[src/rtl/neuron_mac.sv]
`default_nettype none
// ============================================================================
// Module      : neuron_mac
// Description : Sequential signed multiply-accumulate front end of a neuron.
//               Accepts N_INPUTS (x, w) pairs over a valid/ready stream and
//               produces one saturated signed dot product per frame. A frame
//               is opened by start and closed by the output handshake.
// Revision    : 1.0 - initial release
// ============================================================================
module neuron_mac #(
  parameter int N_INPUTS = 2,
  parameter int DATA_W   = 8,
  parameter int ACC_W    = 17
) (
  input  logic                     clk,
  input  logic                     rst_n,
  input  logic                     start,
  input  logic                     x_valid,
  output logic                     x_ready,
  input  logic [DATA_W-1:0]        x_in,
  input  logic [DATA_W-1:0]        w_in,
  output logic [ACC_W-1:0]         acc_out,
  output logic                     acc_valid,
  input  logic                     out_ready,
  output logic                     busy,
  output logic                     overflow
);

  // Counter is sized to hold N_INPUTS itself, so it never wraps in a frame.
  localparam int CNT_W  = $clog2(N_INPUTS + 1);
  localparam int PROD_W = 2 * DATA_W;
  localparam int SUM_W  = ACC_W + 1;

  localparam logic [CNT_W-1:0] c_LAST_CNT = CNT_W'(N_INPUTS - 1);
  localparam logic [ACC_W-1:0] c_ACC_MAX  = {1'b0, {(ACC_W-1){1'b1}}};
  localparam logic [ACC_W-1:0] c_ACC_MIN  = {1'b1, {(ACC_W-1){1'b0}}};

  typedef enum logic [1:0] {
    IDLE  = 2'd0,
    ACCUM = 2'd1,
    DONE  = 2'd2
  } state_t;

  state_t             r_state;
  state_t             w_state_next;
  logic [CNT_W-1:0]   r_count;
  logic [ACC_W-1:0]   r_acc;
  logic               r_acc_valid;
  logic               r_overflow;

  logic signed [PROD_W-1:0] w_prod;
  logic signed [SUM_W-1:0]  w_sum;
  logic                     w_sat_hit;
  logic [ACC_W-1:0]         w_acc_next;
  logic                     w_accept;

  // Product, widened sum and clamp; one guard bit is enough because the
  // product magnitude is far below the accumulator range.
  always_comb begin
    w_prod     = $signed(x_in) * $signed(w_in);
    w_sum      = $signed({r_acc[ACC_W-1], r_acc})
               + $signed({{(SUM_W-PROD_W){w_prod[PROD_W-1]}}, w_prod});
    w_sat_hit  = w_sum[SUM_W-1] ^ w_sum[SUM_W-2];
    w_acc_next = w_sum[ACC_W-1:0];
    if (w_sat_hit) begin
      w_acc_next = w_sum[SUM_W-1] ? c_ACC_MIN : c_ACC_MAX;
    end
  end

  assign w_accept = (r_state == ACCUM) && x_valid;

  // Next-state decode; start in DONE (including the handoff cycle) is ignored.
  always_comb begin
    w_state_next = r_state;
    unique case (r_state)
      IDLE:    if (start) w_state_next = ACCUM;
      ACCUM:   if (x_valid && (r_count == c_LAST_CNT)) w_state_next = DONE;
      DONE:    if (out_ready) w_state_next = IDLE;
      default: w_state_next = IDLE;
    endcase
  end

  // State register and result-valid flag (valid tracks entry into DONE).
  always_ff @(posedge clk) begin
    if (!rst_n) begin
      r_state     <= IDLE;
      r_acc_valid <= 1'b0;
    end else begin
      r_state     <= w_state_next;
      r_acc_valid <= (w_state_next == DONE);
    end
  end

  // Accumulator, pair counter and sticky overflow; all hold outside ACCUM
  // except the clear on a frame start.
  always_ff @(posedge clk) begin
    if (!rst_n) begin
      r_acc      <= '0;
      r_count    <= '0;
      r_overflow <= 1'b0;
    end else if ((r_state == IDLE) && start) begin
      r_acc      <= '0;
      r_count    <= '0;
      r_overflow <= 1'b0;
    end else if (w_accept) begin
      r_acc      <= w_acc_next;
      r_count    <= r_count + CNT_W'(1);
      r_overflow <= r_overflow | w_sat_hit;
    end
  end

  assign x_ready   = (r_state == ACCUM);
  assign busy      = (r_state != IDLE);
  assign acc_out   = r_acc;
  assign acc_valid = r_acc_valid;
  assign overflow  = r_overflow;

endmodule
`default_nettype wire

[config.mk]
export PLATFORM = sky130hd
export DESIGN_NAME = neuron_mac
export DESIGN_NICKNAME = d
export VERILOG_FILES = /design/src/rtl/neuron_mac.sv
export SDC_FILE = /design/constraint.sdc
export NUM_CORES = 1
export LEC_CHECK = 0
export CAP_MARGIN = 20
export CORE_ASPECT_RATIO = 0.7
export CORE_MARGIN = 5
export CORE_UTILIZATION = 55
export CTS_CLUSTER_SIZE = 16
export DETAILED_ROUTE_END_ITERATION = 8
export PLACE_DENSITY_LB_ADDON = 0.15
export SLEW_MARGIN = 20
export SYNTH_ARGS = -nofsm -noshare
export SYNTH_HDL_FRONTEND = slang
export SYNTH_SLANG_ARGS = --single-unit
[constraint.sdc]
create_clock -name clk -period 8.6 [get_ports clk]
set_input_delay 1.72 -clock clk [delete_from_list [all_inputs] [get_ports clk]]
set_output_delay 1.72 -clock clk [all_outputs]
set_load 0.01 [all_outputs]
==> results of run 1 <==
[per-layer routing]
metal	vias to the layer above	global-route usage	routed length, um
met5	-	0	0
met4	0	0.0245	93
met3	17	0.0261	480
met2	90	0.294	3830
met1	1521	0.317	4480
li1	1510	-	-
[path summary, 6_finish.rpt]
| check | cells past startpoint | to | slack (ps) | startpoint |
|---|---|---|---|---|
| setup / recovery | 18 | acc_out[5]$_SDFFE_PP0P_ | 1280 | w_in[0] |
| setup reg to reg | 17 | acc_out[5]$_SDFFE_PP0P_ | 3330 | acc_out[6]$_SDFFE_PP0P_ |
| hold reg to reg | 1 | r_state[0]$_SDFF_PN0_ | 480 | r_state[1]$_SDFF_PN0_ |
| hold / removal | 1 | r_state[0]$_SDFF_PN0_ | 480 | r_state[1]$_SDFF_PN0_ |
[registers in the layout, summed over array words and instances, names as in the netlist]
signal / count
acc_out: 17
acc_valid: 1
overflow: 1
r_count: 2
r_state: 2
[stage by stage]
stage / util / instances / hold WS, ps / setup WS [ps]
after floorplan: - / 446 / 434 / 2010
after CTS: 0.647 / 580 / 486 / 1240
after global placement: 0.641 / 576 / 447 / 1100
after detailed placement: 0.641 / 576 / 454 / 972
final: 0.647 / 580 / 481 / 1280
after global routing: 0.647 / 580 / 508 / 974
[cells in the mapped netlist (2+ instances only)]
library cell / n / area share
sky130_fd_sc_hd__xor2_1: 5 / 0.010
sky130_fd_sc_hd__nand3_1: 3 / 0.0035
sky130_fd_sc_hd__or4_1: 2 / 0.0035
sky130_fd_sc_hd__and3_1: 3 / 0.0044
sky130_fd_sc_hd__xnor2_4: 2 / 0.013
sky130_fd_sc_hd__o21bai_1: 4 / 0.0070
sky130_fd_sc_hd__buf_6: 2 / 0.0053
sky130_fd_sc_hd__and2_1: 34 / 0.050
sky130_fd_sc_hd__nor3b_1: 2 / 0.0035
sky130_fd_sc_hd__clkbuf_1: 5 / 0.0044
sky130_fd_sc_hd__o21ai_1: 5 / 0.0058
sky130_fd_sc_hd__a21oi_2: 2 / 0.0041
sky130_fd_sc_hd__nor3_1: 2 / 0.0023
sky130_fd_sc_hd__ha_1: 43 / 0.13
sky130_fd_sc_hd__nand2_1: 29 / 0.025
sky130_fd_sc_hd__fa_1: 80 / 0.37
sky130_fd_sc_hd__inv_1: 84 / 0.074
sky130_fd_sc_hd__a21oi_1: 29 / 0.034
sky130_fd_sc_hd__nor2b_1: 4 / 0.0058
sky130_fd_sc_hd__xnor2_1: 13 / 0.027
sky130_fd_sc_hd__o32ai_1: 6 / 0.012
sky130_fd_sc_hd__a211oi_1: 2 / 0.0035
sky130_fd_sc_hd__nand2b_1: 2 / 0.0029
sky130_fd_sc_hd__buf_2: 2 / 0.0023
sky130_fd_sc_hd__nand4_1: 3 / 0.0044
sky130_fd_sc_hd__dfxtp_1: 23 / 0.11
sky130_fd_sc_hd__a21o_1: 5 / 0.0088
sky130_fd_sc_hd__o21ai_0: 19 / 0.022
sky130_fd_sc_hd__a31oi_1: 2 / 0.0029
sky130_fd_sc_hd__nor2_1: 14 / 0.012
[cells by family after synthesis]
group | count (synthesis)
fa+ha+maj | 123
simple gates | 99
buf+inv | 95
compound gates | 86
flops | 23
xor+xnor | 20
[final cells by class]
type,count,area share
clock buffer,4,0.00935
sequential,23,0.0956
timing repair buffer,42,0.0868
tap,98,0.0255
multi-input combinational,328,0.717
inverter,85,0.0662
==> impl_results.html, run 1 <==
<table>
<tr><th>Metric</th><th>Value</th></tr>
<tr><th colspan="2">Clocking</th></tr>
<tr><td>H-Tree Level Count</td><td>1</td></tr>
<tr><td>Maximum buffer depth of the clock tree</td><td>2</td></tr>
<tr><td>Post-CTS Repair Setup Buffers</td><td>0</td></tr>
<tr><td>Post-cts resize count</td><td>0</td></tr>
<tr><td>CTS tree</td><td>done</td></tr>
<tr><td>Number of buffers added to fix hold violations after cts</td><td>0</td></tr>
<tr><td>Master cell of the clock root buffer</td><td>sky130_fd_sc_hd__clkbuf_8</td></tr>
<tr><td>Total clock buffers created by CTS</td><td>3</td></tr>
<tr><td>Worst-Skew Late Latency</td><td>260 ps</td></tr>
<tr><td>Clock sink count</td><td>23</td></tr>
<tr><td>Reg clk slew, reported paths</td><td>80 ps</td></tr>
<tr><th colspan="2">Yosys</th></tr>
<tr><td>Yosys warnings</td><td>0</td></tr>
<tr><td>Fraction of synthesized cell area in xor and xnor cells</td><td>0.0496</td></tr>
<tr><td>Mean Syn Cell Area</td><td>9.61 um^2</td></tr>
<tr><td>Adder-cell area share of the yosys netlist</td><td>0.499</td></tr>
<tr><td>Share of synthesized area spent on multiplexers</td><td>0</td></tr>
<tr><td>Synth Area in Compound Gates</td><td>0.137</td></tr>
<tr><td>Number of flops mapped to enable cells by yosys</td><td>0</td></tr>
<tr><td>Dominant combinational cell family by area after synthesis</td><td>adder cells</td></tr>
<tr><td>Post-synthesis instance total</td><td>446</td></tr>
<tr><td>Asr flop ratio synth</td><td>0</td></tr>
<tr><td>Sequential-to-total area share from yosys stat</td><td>0.107</td></tr>
<tr><td>Share of synthesized cell area in and, or, nand and nor gates</td><td>0.120</td></tr>
<tr><td>Number of unique standard cell types used by synthesis</td><td>45</td></tr>
<tr><td>Synth Net Count</td><td>590</td></tr>
<tr><td>Total of flip-flops plus latches after synthesis</td><td>23</td></tr>
<tr><td>Synthesized area</td><td>4290 um^2</td></tr>
<tr><td>Top FF cell, synth</td><td>sky130_fd_sc_hd__dfxtp_1</td></tr>
<tr><th colspan="2">Critical path</th></tr>
<tr><td>Crit Path Category</td><td>primary input to flip-flop</td></tr>
<tr><td>Worst path buffer plus inverter count</td><td>4</td></tr>
<tr><td>Data required time of the critical path</td><td>8770 ps</td></tr>
<tr><td>Critical Path Source Type</td><td>primary input</td></tr>
<tr><td>Cell repeated most along the worst path</td><td>sky130_fd_sc_hd__fa_1</td></tr>
<tr><td>Category of the worst setup path capture point</td><td>flip-flop</td></tr>
<tr><td>Delay contributed by the slowest stage of the critical path</td><td>620 ps</td></tr>
<tr><td>Data arrival, critical path</td><td>7490 ps</td></tr>
<tr><td>Slowest cell on crit path</td><td>sky130_fd_sc_hd__clkdlybuf4s50_1</td></tr>
<tr><td>Largest fanout on the critical path</td><td>27</td></tr>
<tr><td>Cell family contributing the most delay on the critical path</td><td>adder cells</td></tr>
<tr><td>Cell Chain, Critical Path</td><td>clkdlybuf4s50_1 -&gt; and2_1 -&gt; buf_4 -&gt; inv_1 -&gt; fa_1 -&gt; inv_1 -&gt; fa_1 -&gt; fa_1 -&gt; fa_1 -&gt; fa_1 -&gt; ha_1 -&gt; and3_1 -&gt; a22oi_1 -&gt; o221ai_2 -&gt; o221ai_4 -&gt; xnor2_4 -&gt; o211ai_4 -&gt; o32ai_1</td></tr>
<tr><th colspan="2">Timing</th></tr>
<tr><td>Headroom to the max-slew limit</td><td>0.473</td></tr>
<tr><td>Total negative slack for setup checks</td><td>0 ps</td></tr>
<tr><td>Final count of negative-setup-slack endpoints</td><td>0</td></tr>
<tr><td>Final period utilization</td><td>0.852</td></tr>
<tr><td>Total count of max-transition violations in the final report</td><td>0</td></tr>
<tr><td>Slew of the pin with the lowest slew margin</td><td>791 ps</td></tr>
<tr><td>Worst Skew</td><td>3.55 ps</td></tr>
<tr><td>Post-layout min period</td><td>7320 ps</td></tr>
<tr><td>Achievable frequency</td><td>137 MHz</td></tr>
<tr><td>Final Hold Violating Endpoints</td><td>0</td></tr>
<tr><td>Unrepaired setup endpoints after global routing</td><td>no</td></tr>
<tr><th colspan="2">Cells and area</th></tr>
<tr><td>Leading cell types in the layout, fill and taps excluded</td><td>84 x sky130_fd_sc_hd__inv_1, 80 x sky130_fd_sc_hd__fa_1, 43 x sky130_fd_sc_hd__ha_1</td></tr>
<tr><td>Total area of sequential cells</td><td>460 um^2</td></tr>
<tr><td>Layout overhead on the synthesized area</td><td>12.4%</td></tr>
<tr><td>Final net count</td><td>627</td></tr>
<tr><td>Share of final-layout standard cells stronger than drive strength 1</td><td>0.0311</td></tr>
<tr><td>Cell area after layout</td><td>4820 um^2</td></tr>
<tr><td>Fillcell total</td><td>635</td></tr>
<tr><td>Most common cell after layout, fill and taps aside</td><td>sky130_fd_sc_hd__inv_1</td></tr>
<tr><td>Total inserted antenna cells</td><td>0</td></tr>
<tr><td>Multi-input combinational cell area</td><td>3450 um^2</td></tr>
<tr><th colspan="2">Route</th></tr>
<tr><td>Overall routed net length</td><td>8880 um</td></tr>
<tr><td>Residual DRC</td><td>0</td></tr>
<tr><td>Routed length per placed instance</td><td>15.3 um</td></tr>
<tr><td>Post-detailed-route count of antenna-violating nets</td><td>0</td></tr>
<tr><td>Detail-routed via count per cell</td><td>5.41</td></tr>
<tr><td>Router iterations before antenna repair</td><td>5</td></tr>
<tr><td>Total via count in the routed design</td><td>3138</td></tr>
<tr><td>Drt initial violations</td><td>261</td></tr>
<tr><th colspan="2">Status</th></tr>
<tr><td>Status</td><td>finished clean</td></tr>
<tr><th colspan="2">Floorplan</th></tr>
<tr><td>Die Width</td><td>116 um</td></tr>
<tr><td>Overall die height</td><td>83.9 um</td></tr>
<tr><td># IOs</td><td>42</td></tr>
<tr><td>Placeable core region</td><td>7450 um^2</td></tr>
<tr><td>Count of standard-cell rows</td><td>26</td></tr>
<tr><td>Die Outline Area</td><td>9690 um^2</td></tr>
<tr><td>Initial Utilization</td><td>0.575</td></tr>
<tr><th colspan="2">Min path</th></tr>
<tr><td>Worst hold-check path type</td><td>flip-flop to flip-flop</td></tr>
<tr><th colspan="2">Placement</th></tr>
<tr><td>Count of buffers from port buffering</td><td>41</td></tr>
<tr><td>Global placer's final weighted congestion</td><td>0.913</td></tr>
<tr><td>Post-detailed-placement half-perimeter wirelength</td><td>7730 um</td></tr>
<tr><td>Total cell area at the placement stage</td><td>4770 um^2</td></tr>
<tr><th colspan="2">Job</th></tr>
<tr><td>Maximum capacitance violations</td><td>0</td></tr>
<tr><th colspan="2">Global routing</th></tr>
<tr><td>Wire length of the first global-routing pass</td><td>15700 um</td></tr>
<tr><td>Pin count of the biggest net entering global routing</td><td>28</td></tr>
<tr><td>All-Layer GR Usage</td><td>0.198</td></tr>
<tr><td>Initial antenna violation count</td><td>0</td></tr>
<tr><td>Vias in the first global route</td><td>3262</td></tr>
<tr><td>GRT Residual Overflow</td><td>0</td></tr>
</table>
Power of run 1 is not shown: default switching activity piles up to over one toggle a cycle in this logic, so the estimate is an artifact.
==> run 2: changes to the inputs <==
Settings changed: CAP_MARGIN 20 to default, CORE_MARGIN 5 to 1.
==> run 2 against run 1 <==
Sequential cell count stayed put. Clock skew is 3.8 ps higher. First-iteration DRC count is 23% lower. Critical endpoint is now acc_out[12]$_SDFFE_PP0P_. Largest cell class unchanged. Register-to-register slack better by 50 ps. Highest routed layer unchanged. Final area hardly changed.
==> impl_results.html, run 2 (synthesis results as in run 1) <==
<table>
<tr><th>Metric</th><th>Value</th></tr>
<tr><th colspan="2">Clocking</th></tr>
<tr><td>H-Tree Level Count</td><td>1 (unchanged)</td></tr>
<tr><td>Master cell of the clock root buffer</td><td>sky130_fd_sc_hd__clkbuf_8 (unchanged)</td></tr>
<tr><td>Clock sink count</td><td>23 (unchanged)</td></tr>
<tr><td>CTS tree</td><td>done (unchanged)</td></tr>
<tr><td>Total clock buffers created by CTS</td><td>3 (unchanged)</td></tr>
<tr><td>Post-CTS Repair Setup Buffers</td><td>0 (unchanged)</td></tr>
<tr><td>Maximum buffer depth of the clock tree</td><td>2 (unchanged)</td></tr>
<tr><td>Number of buffers added to fix hold violations after cts</td><td>0 (unchanged)</td></tr>
<tr><td>Reg clk slew, reported paths</td><td>80 ps (about the same)</td></tr>
<tr><td>Post-cts resize count</td><td>0 (unchanged)</td></tr>
<tr><td>Worst-Skew Late Latency</td><td>260 ps (about the same)</td></tr>
<tr><th colspan="2">Cells and area</th></tr>
<tr><td>Share of final-layout standard cells stronger than drive strength 1</td><td>0.0332 (was 0.0311)</td></tr>
<tr><td>Final net count</td><td>627 (unchanged)</td></tr>
<tr><td>Layout overhead on the synthesized area</td><td>12.4% (about the same)</td></tr>
<tr><td>Total inserted antenna cells</td><td>0 (unchanged)</td></tr>
<tr><td>Most common cell after layout, fill and taps aside</td><td>sky130_fd_sc_hd__inv_1 (unchanged)</td></tr>
<tr><td>Leading cell types in the layout, fill and taps excluded</td><td>84 x sky130_fd_sc_hd__inv_1, 80 x sky130_fd_sc_hd__fa_1, 43 x sky130_fd_sc_hd__ha_1 (unchanged)</td></tr>
<tr><td>Flip-flop count of the largest register, all copies and words added</td><td>17 (unchanged)</td></tr>
<tr><th colspan="2">Critical path</th></tr>
<tr><td>Worst path buffer plus inverter count</td><td>4 (unchanged)</td></tr>
<tr><td>Cell family contributing the most delay on the critical path</td><td>adder cells (unchanged)</td></tr>
<tr><td>Endpoint of the most critical register-to-register path</td><td>acc_out[12]$_SDFFE_PP0P_ (was acc_out[5]$_SDFFE_PP0P_)</td></tr>
<tr><td>Slowest cell on crit path</td><td>sky130_fd_sc_hd__clkdlybuf4s50_1 (unchanged)</td></tr>
<tr><td>Delay contributed by the slowest stage of the critical path</td><td>650 ps (was 620 ps)</td></tr>
<tr><td>Category of the worst setup path capture point</td><td>flip-flop (unchanged)</td></tr>
<tr><td>Cell Chain, Critical Path</td><td>clkdlybuf4s50_1 -&gt; and2_1 -&gt; buf_4 -&gt; inv_1 -&gt; fa_1 -&gt; inv_1 -&gt; fa_1 -&gt; fa_1 -&gt; fa_1 -&gt; fa_1 -&gt; ha_1 -&gt; and3_1 -&gt; a22oi_1 -&gt; o221ai_2 -&gt; o221ai_4 -&gt; xnor2_4 -&gt; o21ai_0 -&gt; a21oi_1 (was clkdlybuf4s50_1 -&gt; and2_1 -&gt; buf_4 -&gt; inv_1 -&gt; fa_1 -&gt; inv_1 -&gt; fa_1 -&gt; fa_1 -&gt; fa_1 -&gt; fa_1 -&gt; ha_1 -&gt; and3_1 -&gt; a22oi_1 -&gt; o221ai_2 -&gt; o221ai_4 -&gt; xnor2_4 -&gt; o211ai_4 -&gt; o32ai_1)</td></tr>
<tr><td>Slack of the worst reg-to-reg path</td><td>3380 ps (was 3330 ps)</td></tr>
<tr><td>Cell repeated most along the worst path</td><td>sky130_fd_sc_hd__fa_1 (unchanged)</td></tr>
<tr><td>Largest fanout on the critical path</td><td>27 (unchanged)</td></tr>
<tr><td>Data arrival, critical path</td><td>7570 ps (was 7490 ps)</td></tr>
<tr><td>Critical R2R Launch</td><td>acc_out[6]$_SDFFE_PP0P_ (unchanged)</td></tr>
<tr><td>Depth of the worst register-to-register path</td><td>17 (unchanged)</td></tr>
<tr><td>Data required time of the critical path</td><td>8790 ps (was 8770 ps)</td></tr>
<tr><td>Critical Path Source Type</td><td>primary input (unchanged)</td></tr>
<tr><td>Crit Path Category</td><td>primary input to flip-flop (unchanged)</td></tr>
<tr><th colspan="2">Timing</th></tr>
<tr><td>Unrepaired setup endpoints after global routing</td><td>no (unchanged)</td></tr>
<tr><td>Final period utilization</td><td>0.858 (was 0.852)</td></tr>
<tr><td>Total negative slack for setup checks</td><td>0 ps (unchanged)</td></tr>
<tr><td>Slew of the pin with the lowest slew margin</td><td>774 ps (was 791 ps)</td></tr>
<tr><td>Headroom to the max-slew limit</td><td>0.484 (was 0.473)</td></tr>
<tr><td>Achievable frequency</td><td>136 MHz (was 137 MHz)</td></tr>
<tr><td>Total count of max-transition violations in the final report</td><td>0 (unchanged)</td></tr>
<tr><td>Post-layout min period</td><td>7380 ps (was 7320 ps)</td></tr>
<tr><td>Worst Skew</td><td>7.37 ps (was 3.55 ps)</td></tr>
<tr><td>Final count of negative-setup-slack endpoints</td><td>0 (unchanged)</td></tr>
<tr><td>Final Hold Violating Endpoints</td><td>0 (unchanged)</td></tr>
<tr><th colspan="2">Global routing</th></tr>
<tr><td>Pin count of the biggest net entering global routing</td><td>28 (unchanged)</td></tr>
<tr><td>Initial antenna violation count</td><td>0 (unchanged)</td></tr>
<tr><td>Wire length of the first global-routing pass</td><td>15100 um (was 15700 um)</td></tr>
<tr><td>All-Layer GR Usage</td><td>0.240 (was 0.198)</td></tr>
<tr><td>GRT Residual Overflow</td><td>0 (unchanged)</td></tr>
<tr><td>Vias in the first global route</td><td>3123 (was 3262)</td></tr>
<tr><th colspan="2">Min path</th></tr>
<tr><td>Worst min-delay path startpoint</td><td>overflow$_SDFFE_PP0P_ (was r_state[1]$_SDFF_PN0_)</td></tr>
<tr><td>Hold Path Stages</td><td>2 (was 1)</td></tr>
<tr><td>Worst hold-check path type</td><td>flip-flop to flip-flop (unchanged)</td></tr>
<tr><td>Hold worst-path end</td><td>overflow$_SDFFE_PP0P_ (was r_state[0]$_SDFF_PN0_)</td></tr>
<tr><th colspan="2">Placement</th></tr>
<tr><td>Global placer's final weighted congestion</td><td>0.777 (was 0.913)</td></tr>
<tr><td>Count of buffers from port buffering</td><td>41 (unchanged)</td></tr>
<tr><td>Post-detailed-placement half-perimeter wirelength</td><td>7740 um (was 7730 um)</td></tr>
<tr><th colspan="2">Floorplan</th></tr>
<tr><td>Overall die height</td><td>75.9 um (was 83.9 um)</td></tr>
<tr><td>Initial Utilization</td><td>0.578 (was 0.575)</td></tr>
<tr><td>Placeable core region</td><td>7420 um^2 (was 7450 um^2)</td></tr>
<tr><td>Count of standard-cell rows</td><td>26 (unchanged)</td></tr>
<tr><td>Die Width</td><td>108 um (was 116 um)</td></tr>
<tr><td>Die Outline Area</td><td>8160 um^2 (was 9690 um^2)</td></tr>
<tr><td># IOs</td><td>42 (unchanged)</td></tr>
<tr><th colspan="2">Route</th></tr>
<tr><td>Residual DRC</td><td>0 (unchanged)</td></tr>
<tr><td>Overall routed net length</td><td>9010 um (was 8880 um)</td></tr>
<tr><td>Routed length per placed instance</td><td>15.5 um (was 15.3 um)</td></tr>
<tr><td>Total via count in the routed design</td><td>3151 (was 3138)</td></tr>
<tr><td>Drt initial violations</td><td>200 (was 261)</td></tr>
<tr><td>Router iterations before antenna repair</td><td>4 (was 5)</td></tr>
<tr><td>Post-detailed-route count of antenna-violating nets</td><td>0 (unchanged)</td></tr>
<tr><td>Detail-routed via count per cell</td><td>5.43 (was 5.41)</td></tr>
<tr><th colspan="2">Status</th></tr>
<tr><td>Status</td><td>finished clean (unchanged)</td></tr>
<tr><th colspan="2">Job</th></tr>
<tr><td>Maximum capacitance violations</td><td>0 (unchanged)</td></tr>
</table>
==> run 2: how the worst max path moves through the flow <==
stage	from	endpoint	slack, ps	cells after the start
final	w_in[0]	acc_out[12]$_SDFFE_PP0P_	1220	18
after global routing	w_in[0]	acc_out[12]$_SDFFE_PP0P_	850	18
after CTS	w_in[0]	acc_out[1]$_SDFFE_PP0P_	1230	18
after detailed placement	w_in[0]	acc_out[1]$_SDFFE_PP0P_	960	18
after global placement	w_in[0]	acc_out[3]$_SDFFE_PP0P_	1110	18
after floorplan	w_in[0]	acc_out[11]$_SDFFE_PP0P_	2010	17
==> run 2: final cells by class <==
type / instances / area, um^2
timing repair buffer: 42 / 418
fill: 624 / 2600
tap: 98 / 123
clock buffer: 3 / 41.3
inverter: 85 / 319
sequential: 23 / 460
multi-input combinational: 328 / 3450
clock inverter: 1 / 5.00
==> run 2: tightest hold or removal path, cell delays in order (launching register included) <==
cell and delay, ps:
sky130_fd_sc_hd__dfxtp_1 320, sky130_fd_sc_hd__nand2_1 60, sky130_fd_sc_hd__o31ai_1 60
==> run 2: layer usage <==
metal / up-vias / GRT usage / share of wire
met2: 75 / 0.399 / 0.46
met4: 0 / 0.0183 / 0.0030
met3: 4 / 0.0214 / 0.042
met1: 1566 / 0.359 / 0.50
li1: 1506 / - / -
met5: - / 0 / 0
==> run 2: per-stage QoR <==
stage / setup WS [ps] / area [um^2] / cells / utilization / hold slack (ps)
floorplan: 2010 / 4290 / 446 / - / 434
global placement: 1110 / 4770 / 576 / 0.643 / 454
detailed placement: 955 / 4770 / 576 / 0.643 / 455
CTS: 1230 / 4820 / 580 / 0.650 / 481
global route: 852 / 4820 / 580 / 0.650 / 489
finish: 1220 / 4820 / 580 / 0.650 / 480
Power of run 2 is left out for the same reason.
==> run 3: changes to the inputs <==
Settings changed: TNS_END_PERCENT from default to 20.
==> results of run 3 <==
Same layout as run 2: the final DEF is identical, and so are final timing and power.
Power of run 3 is left out for the same reason.
